<file path="src/rtl/multi_alarm_key_controller.sv">
// Keypad-entry controller for the multi-alarm clock: filters PS/2 set-2 bytes, runs the
// IDLE/ENTRY/SHOW_ALARM FSM and issues display-shift, time-load and alarm-load pulses.
module multi_alarm_key_controller #(
  parameter int  NUM_ALARMS = 2,
  parameter int  NUM_DIGITS = 4,
  parameter int  TIMEOUT_S  = 10,
  localparam int SEL_W      = (NUM_ALARMS > 2) ? 2 : 1
) (
  input  logic                  clk256,
  input  logic                  reset,
  input  logic                  one_second,
  input  logic [7:0]            key,
  input  logic                  key_strobe,
  output logic                  alc_shift,
  output logic [3:0]            digit_out,
  output logic                  load_new_time,
  output logic [NUM_ALARMS-1:0] load_alarm,
  output logic                  show_alarm,
  output logic [SEL_W-1:0]      alarm_sel,
  output logic                  entry_active,
  output logic                  entry_clear,
  output logic                  entry_error
);

  localparam logic [7:0] CODE_STAR  = 8'h7C;
  localparam logic [7:0] CODE_MINUS = 8'h7B;
  localparam logic [7:0] CODE_PLUS  = 8'h79;
  localparam logic [7:0] CODE_DOT   = 8'h71;
  localparam logic [7:0] CODE_BRK   = 8'hF0;
  localparam logic [7:0] CODE_EXT   = 8'hE0;

  localparam int         CNT_W     = 4;
  localparam logic [CNT_W-1:0] FULL_CNT  = CNT_W'(NUM_DIGITS);
  localparam logic [7:0]       TIMEOUT_V = 8'(TIMEOUT_S);

  typedef enum logic [1:0] {
    S_IDLE  = 2'd0,
    S_ENTRY = 2'd1,
    S_SHOW  = 2'd2
  } state_e;

  typedef enum logic [2:0] {
    K_NONE, K_DIGIT, K_STAR, K_MINUS, K_PLUS, K_DOT
  } key_kind_e;

  state_e           state;
  logic [CNT_W-1:0] count;
  logic [7:0]       timer;
  logic             brk;
  logic [7:0]       held_key;

  key_kind_e        kind;
  logic [3:0]       dval;
  logic             accept;
  logic             release_byte;
  logic [SEL_W-1:0] sel_inc;

  always_comb begin
    kind = K_NONE;
    dval = 4'd0;
    case (key)
      8'h70: begin kind = K_DIGIT; dval = 4'd0; end
      8'h69: begin kind = K_DIGIT; dval = 4'd1; end
      8'h72: begin kind = K_DIGIT; dval = 4'd2; end
      8'h7A: begin kind = K_DIGIT; dval = 4'd3; end
      8'h6B: begin kind = K_DIGIT; dval = 4'd4; end
      8'h73: begin kind = K_DIGIT; dval = 4'd5; end
      8'h74: begin kind = K_DIGIT; dval = 4'd6; end
      8'h6C: begin kind = K_DIGIT; dval = 4'd7; end
      8'h75: begin kind = K_DIGIT; dval = 4'd8; end
      8'h7D: begin kind = K_DIGIT; dval = 4'd9; end
      CODE_STAR:  kind = K_STAR;
      CODE_MINUS: kind = K_MINUS;
      CODE_PLUS:  kind = K_PLUS;
      CODE_DOT:   kind = K_DOT;
      default:    kind = K_NONE;
    endcase
  end

  // A make is accepted only if it is a listed code, not a release byte and not a typematic repeat.
  assign accept       = key_strobe && !brk && (kind != K_NONE) && (key != held_key);
  assign release_byte = key_strobe && brk && (key != CODE_BRK) && (key != CODE_EXT);
  assign sel_inc      = (alarm_sel == SEL_W'(NUM_ALARMS - 1)) ? '0 : alarm_sel + 1'b1;

  // NOTE: every register here uses non-blocking assignment so all next-state terms read
  // the values from the start of the cycle, regardless of statement order.
  always_ff @(posedge clk256) begin
    if (reset) begin
      state         <= S_IDLE;
      count         <= '0;
      timer         <= '0;
      brk           <= 1'b0;
      held_key      <= '0;
      alc_shift     <= 1'b0;
      digit_out     <= '0;
      load_new_time <= 1'b0;
      load_alarm    <= '0;
      show_alarm    <= 1'b0;
      alarm_sel     <= '0;
      entry_active  <= 1'b0;
      entry_clear   <= 1'b0;
      entry_error   <= 1'b0;
    end else begin
      alc_shift     <= 1'b0;
      load_new_time <= 1'b0;
      load_alarm    <= '0;
      entry_clear   <= 1'b0;
      entry_error   <= 1'b0;

      if (key_strobe) begin
        if (key == CODE_BRK) begin
          brk <= 1'b1;
        end else if (key != CODE_EXT) begin
          if (brk) begin
            brk <= 1'b0;
            if (key == held_key) held_key <= '0;
          end else if (accept) begin
            held_key <= key;
          end
        end
      end

      case (state)
        S_IDLE: begin
          if (accept) begin
            case (kind)
              K_DIGIT: begin
                alc_shift    <= 1'b1;
                digit_out    <= dval;
                count        <= CNT_W'(1);
                timer        <= TIMEOUT_V;
                state        <= S_ENTRY;
                entry_active <= 1'b1;
              end
              K_STAR: begin
                state      <= S_SHOW;
                show_alarm <= 1'b1;
              end
              K_PLUS:  alarm_sel <= sel_inc;
              default: ;
            endcase
          end
        end

        S_ENTRY: begin
          if (accept) begin
            timer <= TIMEOUT_V;
            case (kind)
              K_DIGIT: begin
                if (count < FULL_CNT) begin
                  alc_shift <= 1'b1;
                  digit_out <= dval;
                  count     <= count + 1'b1;
                end
              end
              K_STAR, K_MINUS: begin
                if (count == FULL_CNT) begin
                  if (kind == K_STAR) load_alarm <= NUM_ALARMS'(1) << alarm_sel;
                  else                load_new_time <= 1'b1;
                end else begin
                  entry_error <= 1'b1;
                  entry_clear <= 1'b1;
                end
                state        <= S_IDLE;
                entry_active <= 1'b0;
              end
              K_PLUS: alarm_sel <= sel_inc;
              K_DOT: begin
                entry_clear  <= 1'b1;
                state        <= S_IDLE;
                entry_active <= 1'b0;
              end
              default: ;
            endcase
          end else if (one_second && (timer != 8'd0)) begin
            timer <= timer - 8'd1;
            if (timer == 8'd1) begin
              entry_clear  <= 1'b1;
              state        <= S_IDLE;
              entry_active <= 1'b0;
            end
          end
        end

        S_SHOW: begin
          if (release_byte && (key == CODE_STAR)) begin
            state      <= S_IDLE;
            show_alarm <= 1'b0;
          end
        end

        default: begin
          state        <= S_IDLE;
          show_alarm   <= 1'b0;
          entry_active <= 1'b0;
        end
      endcase
    end
  end

endmodule

</file>
<file path="config.mk">
export PLATFORM = sky130hd
export DESIGN_NAME = multi_alarm_key_controller
export DESIGN_NICKNAME = d
export VERILOG_FILES = /design/src/rtl/multi_alarm_key_controller.sv
export SDC_FILE = /design/constraint.sdc
export NUM_CORES = 1
export LEC_CHECK = 0
export CORE_MARGIN = 4
export CORE_UTILIZATION = 35
export CTS_BUF_LIST = sky130_fd_sc_hd__clkbuf_8 sky130_fd_sc_hd__clkbuf_16
export CTS_CLUSTER_DIAMETER = 150
export DETAILED_ROUTE_END_ITERATION = 10
export GPL_TIMING_DRIVEN = 1
export PLACE_DENSITY = 0.61
export SYNTH_ARGS = -nofsm -noshare
export SYNTH_HDL_FRONTEND = slang
export SYNTH_SLANG_ARGS = --single-unit
</file>
<file path="constraint.sdc">
create_clock -name clk256 -period 4.03 [get_ports clk256]
set_input_delay 1.0075 -clock clk256 [delete_from_list [all_inputs] [get_ports clk256]]
set_output_delay 1.0075 -clock clk256 [all_outputs]
set_load 0.05 [all_outputs]
</file>
==> results.json, run 1 <==
{
  "dieArea_um2": 7350,
  "ys_ff_latch": 36,
  "cts_root_buf": "clkbuf_8",
  "grt_setup_unrepaired": "no",
  "syn_area_per_cell_um2": 8.42,
  "fmax_ghz": 0.300,
  "grt_max_degree": 20,
  "crit_path_end_kind": "register",
  "design_area_um2": 2520,
  "yosysSeqAreaShare_pct": 34.1,
  "rows": 28,
  "slew_viol_final": 0,
  "layout_min_cycle_time_ns": 3.33,
  "routed_wl_mm": 4.92,
  "whs_path_depth": 2,
  "grtUsageMet3_pct": 3.27,
  "antenna_left": 0,
  "worstPathRequired_ns": 4.21,
  "power_leakage_nw": 0.906,
  "period_share_pct": 82.7,
  "finClkSkew_ns": 0.00942,
  "grt_pass1_vias": 1664,
  "die_y_um": 85.7,
  "antenna_cells": 0,
  "ys_warn_count": 0,
  "initial_core_util_pct": 35.9,
  "cts.repair.resized": 0,
  "firstDrtPassIters": 4,
  "synth_fa_ha_area_share_pct": 2.37,
  "worstPathArrival_ns": 3.52,
  "setup_tns_ns": 0,
  "gp_congestion": 0.838,
  "cts_buffers": 5,
  "layout_common_cells": "dfxtp_1, nor2_1, clkdlybuf4s50_1, nand2_1",
  "swShare_pct": 24.1,
  "initialDrtViolationCount": 197,
  "via_count": 1850,
  "synth-edff-count": 0,
  "p_comb_share_pct": 11.9,
  "synth_top_family_by_area": "simple AND/OR/NAND/NOR gates",
  "met1_usage_pct": 18.7,
  "track_usage_pct": 14.2,
  "timing.rr.start": "held_key[4]",
  "synth_fp_nets": 267,
  "hold_path.startpoint": "digit_out[3]",
  "cts_tree": "done",
  "maxCapViolations": 0,
  "reg2reg_to": "digit_out[1]",
  "clock_power_share_pct": 43.4,
  "ir_worst_vdd_mv": 0.127,
  "antenna_found_initial": 0,
  "tightestPinTransition_ns": 0.757,
  "muxShareOfSynthArea_pct": 3.14,
  "crit_path_max_fanout": 14,
  "dpl.hpwl_mm": 3.69,
  "dpl_cell_area_um2": 2400,
  "synthSimpleGateAreaFrac_pct": 28.8,
  "port_buffers": 24,
  "h-tree-depth": 2,
  "rrSetupSlack_ns": 1.92,
  "max_slew_margin_pct": 49.4,
  "hold_buffers": 0,
  "p_switching_w": 0.000196,
  "syn_to_final_growth_pct": 19.3,
  "syn_inst": 251,
  "hold_viol": 0,
  "rr_worst_depth": 6,
  "power.internal_w": 0.000616,
  "cts_setup_buffers": 0,
  "core_area_um2": 5890,
  "viasPerCell": 5.35,
  "synth-compound-area-share_pct": 17.0,
  "clkTransAtPathRegs_ns": 0.07,
  "startpoint_type": "primary input",
  "powerDensity_nw_per_um2": 322,
  "clkSinkCount": 36,
  "grt-ovfl-total": 0,
  "clockBufferDepth": 2,
  "async_flop_share_pct": 0,
  "final_common_cell": "dfxtp_1",
  "p_total_w": 0.000812,
  "critPathKind": "in2reg",
  "met2_usage_pct": 22.2,
  "dp_cells": 338,
  "hold_path_end": "digit_out[3]",
  "outcome": "finished, final reports clean",
  "hp-class": "reg2reg",
  "avgRoutedWirePerCell_um": 14.2,
  "fp.dieW_um": 85.7,
  "grt_busiest_layer": "met2",
  "drc_errors": 0,
  "utilization_pct": 42.9,
  "synth_area_um2": 2110,
  "grt_pass1_wl_mm": 8.27,
  "setup_viol": 0,
  "synth_cell_type_count": 60,
  "seqPwrFrac_pct": 44.7,
  "synth-xor-area-share_pct": 8.22,
  "pin_count": 25,
  "final_cells": 346,
  "layout-drive-gt1-share_pct": 10.3,
  "final_nets": 286,
  "insertion_delay_ns": 0.30,
  "synth_ff_type": "dfxtp_1"
}
-- power by group through the flow --
stage / logic (W) / clock network [W] / registers (W)
floorplan: 0.0000607 / 0 / 0.000377
global placement: 0.0000959 / 0 / 0.000371
detailed placement: 0.0000957 / 0 / 0.000371
CTS: 0.0000965 / 0.000361 / 0.000363
global route: 0.000105 / 0.000374 / 0.000363
finish: 0.0000968 / 0.000352 / 0.000363
-- layer usage --
layer	vias to the layer above	routed length [µm]
met5	-	0
met4	0	94
met3	11	266
met2	57	2250
met1	858	2310
li1	924	-
-- flip-flops by register name, summed over array words and instances (netlist names) --
name           cells
held_key           8
state              2
load_new_time      1
entry_active       1
show_alarm         1
entry_clear        1
timer              8
count              4
brk                1
alc_shift          1
entry_error        1
alarm_sel          1
load_alarm         2
digit_out          4
-- cells in the mapped netlist (2+ instances only) --
library cell / n / share of area, %
o21a_1: 3 / 1.1
buf_6: 2 / 1.1
clkbuf_1: 9 / 1.6
a211oi_1: 3 / 1.1
nor3_1: 10 / 2.4
nor4_1: 5 / 1.5
o221ai_1: 2 / 0.83
or3_1: 3 / 0.89
buf_2: 3 / 0.71
or2_2: 2 / 0.59
xor2_1: 13 / 5.4
nand2_1: 20 / 3.6
nor2_1: 24 / 4.3
a31oi_1: 5 / 1.5
ha_1: 4 / 2.4
nor4_4: 2 / 2.0
a21oi_1: 8 / 1.9
mux2i_1: 4 / 1.9
nand2b_1: 3 / 0.89
xnor2_1: 5 / 2.1
o21ai_0: 13 / 3.1
nor3b_1: 6 / 2.1
nor2b_1: 3 / 0.89
inv_1: 13 / 2.3
and3b_1: 2 / 0.83
dfxtp_1: 36 / 34
and3_1: 3 / 0.89
nand3_1: 13 / 3.1
-- through the flow --
stage	hold slack, ns	setup slack [ns]
after floorplan	0.448	1.32
after global placement	0.454	0.443
after detailed placement	0.454	0.401
after CTS	0.464	0.711
after global routing	0.489	0.498
final	0.462	0.696
-- layout make-up --
class,count,area (µm²)
Fill cell,584,3360
Multi-Input combinational cell,185,1260
Sequential cell,36,721
Timing Repair Buffer,28,270
Clock buffer,7,96.3
Tap cell,75,93.8
Inverter,14,52.6
Clock inverter,1,30.0
-- worst max-delay path by stage --
stage	from	to	slack (ns)	cells past startpoint
finish	key[3]	state[0]	0.70	7
global route	key[3]	state[0]	0.50	7
CTS	key[3]	state[0]	0.71	7
detailed placement	key[3]	state[0]	0.40	7
global placement	key[1]	digit_out[1]	0.44	7
floorplan	key[2]	state[0]	1.32	7
-- logic make-up after synthesis --
| logic type | Yosys count |
|---|---|
| xor gates and xnor gates | 19 |
| AOI/OAI and AO/OA | 49 |
| adders and majority gates | 4 |
| DFF | 36 |
| muxes | 6 |
| and+or+nand+nor | 107 |
| buffers and inverters | 30 |
-- worst max-delay path, stage by stage --
cell and delay, ns:
clkdlybuf4s50_1 0.83, a21boi_0 0.23, o221ai_1 0.17, nor3_1 0.39, and2_4 0.22, mux2_4 0.31, a2111oi_2 0.36
No activity file was read; power rests on OpenSTA's default activity.
==> inputs of run 2 (changes only) <==
--- a/config.mk
+++ b/config.mk
@@ -11,7 +11,7 @@
 export CTS_CLUSTER_DIAMETER = 150
 export DETAILED_ROUTE_END_ITERATION = 10
 export GPL_TIMING_DRIVEN = 1
-export PLACE_DENSITY = 0.61
+export PLACE_DENSITY = 0.63
 export SYNTH_ARGS = -nofsm -noshare
 export SYNTH_HDL_FRONTEND = slang
 export SYNTH_SLANG_ARGS = --single-unit
==> constraint.sdc (replaced) <==
create_clock -name clk256 -period 2.75 [get_ports clk256]
set_input_delay 0.6875 -clock clk256 [delete_from_list [all_inputs] [get_ports clk256]]
set_output_delay 0.6875 -clock clk256 [all_outputs]
set_load 0.05 [all_outputs]
==> run 2 against run 1 <==
Against the previous run: critical path depth is 2 higher; final cell count increased by 11%; first-iteration DRC count is 48% lower; routed wire length rose by 0.79%; largest cell class unchanged.
==> results.json, run 2 (synthesized netlist as in run 1, its figures left out) <==
{
  "outcome": "finished, final reports clean",
  "worstPathArrival_ns": 2.78,
  "power.internal_w": 0.000777,
  "via_count": 1964,
  "setup_viol": 0,
  "port_buffers": 24,
  "ir_worst_vdd_mv": 0.160,
  "rr_worst_depth": 5,
  "fmax_ghz": 0.382,
  "final_nets": 326,
  "hold_buffers": 0,
  "worstPathRequired_ns": 2.91,
  "critPathKind": "in2reg",
  "syn_to_final_growth_pct": 32.0,
  "drc_errors": 0,
  "rows": 28,
  "viasPerCell": 5.10,
  "initialDrtViolationCount": 103,
  "h-tree-depth": 2,
  "timing.rr.start": "timer[2]",
  "multi_input_area_um2": 1270,
  "dpl_worst_slack_ns": -0.185,
  "max_slew_margin_pct": 64.0,
  "clkTransAtPathRegs_ns": 0.07,
  "initial_core_util_pct": 35.9,
  "firstDrtPassIters": 4,
  "grt-ovfl-total": 0,
  "avgRoutedWirePerCell_um": 12.9,
  "layout_common_cells": "buf_4, dfxtp_1, nor2_1, clkdlybuf4s50_1, nand2_1",
  "top_regs": "held_key (8), timer (8)",
  "clockBufferDepth": 2,
  "slew_viol_final": 0,
  "track_usage_pct": 14.5,
  "cts_tree": "done",
  "finClkSkew_ns": 0.00773,
  "hold_path_end": "load_alarm[0]",
  "grt_max_degree": 14,
  "cts_root_buf": "clkbuf_8",
  "layout_min_cycle_time_ns": 2.62,
  "power_leakage_nw": 1.10,
  "clock_power_share_pct": 32.9,
  "tightestPinTransition_ns": 0.536,
  "dpl.hpwl_mm": 3.90,
  "crit_path_end_kind": "register",
  "gp_congestion": 0.846,
  "routed_wl_mm": 4.96,
  "rrSetupSlack_ns": 0.80,
  "crit_path_max_fanout": 9,
  "layout-drive-gt1-share_pct": 21.9,
  "grt_pass1_wl_mm": 8.68,
  "final_common_cell": "buf_4",
  "hp-class": "reg2reg",
  "p_switching_w": 0.000275,
  "antenna_cells": 0,
  "p_comb_share_pct": 16.6,
  "n_fill_cell": 577,
  "dieArea_um2": 7350,
  "fin_ws_ns": 0.131,
  "clkSinkCount": 36,
  "maxCapViolations": 0,
  "antenna_found_initial": 0,
  "startpoint_type": "primary input",
  "whs_path_depth": 1,
  "seqCellArea_um2": 721,
  "insertion_delay_ns": 0.29,
  "hold_viol": 0,
  "antenna_left": 0,
  "cts_buffers": 5,
  "grt_pass1_vias": 1903,
  "core_area_um2": 5890,
  "holdWs_ns": 0.456,
  "seqPwrFrac_pct": 50.5,
  "pin_count": 25,
  "period_share_pct": 95.3,
  "fp.dieW_um": 85.7,
  "powerDensity_nw_per_um2": 377,
  "reg2reg_to": "entry_clear",
  "die_y_um": 85.7,
  "hold_path.startpoint": "alarm_sel",
  "swShare_pct": 26.1
}
-- run 2: worst max-delay path by stage --
| stage | from | end | slack [ns] |
|---|---|---|---|
| 5_1_grt | key[1] | show_alarm | -0.02 |
| 6_report | key[1] | show_alarm | 0.13 |
| 2_1_floorplan | key[2] | state[0] | 0.36 |
| 3_3_place_gp | key[4] | state[0] | -0.20 |
| 4_1_cts | key[4] | state[0] | 0.11 |
| 3_5_place_dp | key[4] | state[0] | -0.18 |
-- run 2: repair_timing --
| action | CTS | global route |
|---|---|---|
| setup buffers | 0 | 1 |
| resized for setup | 0 | 4 |
| endpoints found under the setup margin | 0 | 1 |
-- run 2: power by group through the flow --
stage,logic (W),clock network [W],registers [W]
floorplan,0.0000889,0,0.000552
global placement,0.000172,0,0.000543
detailed placement,0.000172,0,0.000543
CTS,0.000173,0.000361,0.000531
global route,0.000189,0.000381,0.000531
finish,0.000174,0.000346,0.000531
-- run 2: final cells by class --
| class | count | area share (%) |
|---|---|---|
| flip-flops and latches | 36 | 25.8 |
| inverters | 14 | 1.88 |
| clock inverters | 2 | 0.314 |
| multi-input cells | 185 | 45.5 |
| repair buffers | 68 | 20.6 |
| clock buffers | 5 | 2.47 |
| well taps | 75 | 3.36 |
-- run 2: critical path: stages --
cell             delay, ns
clkdlybuf4s50_1       0.42
buf_4                 0.17
or2_2                 0.29
o221ai_1              0.29
nor2_1                0.13
a221o_1               0.41
buf_4                 0.15
a31oi_1               0.16
a211oi_1              0.06
-- run 2: through the flow --
| stage | utilization (%) | TNS (ns) | power, W | std cells | cell area (µm²) |
|---|---|---|---|---|---|
| finish | 47.4 | 0 | 0.00105 | 385 | 2790 |
| global route | 47.4 | -0.0295 | 0.00110 | 385 | 2790 |
| CTS | 47.0 | 0 | 0.00106 | 384 | 2770 |
| detailed placement | 45.7 | -1.60 | 0.000715 | 377 | 2690 |
| global placement | 45.7 | -1.13 | 0.000715 | 377 | 2690 |
| floorplan | - | 0 | 0.000641 | 251 | 2110 |
-- run 2: per-layer routing --
metal,up-vias,part of all wire (%),track usage [%]
met3,9,3.9,2.88
met5,-,0,0
li1,1006,-,-
met4,0,1.6,6.04
met1,905,47,18.3
met2,44,48,24.2
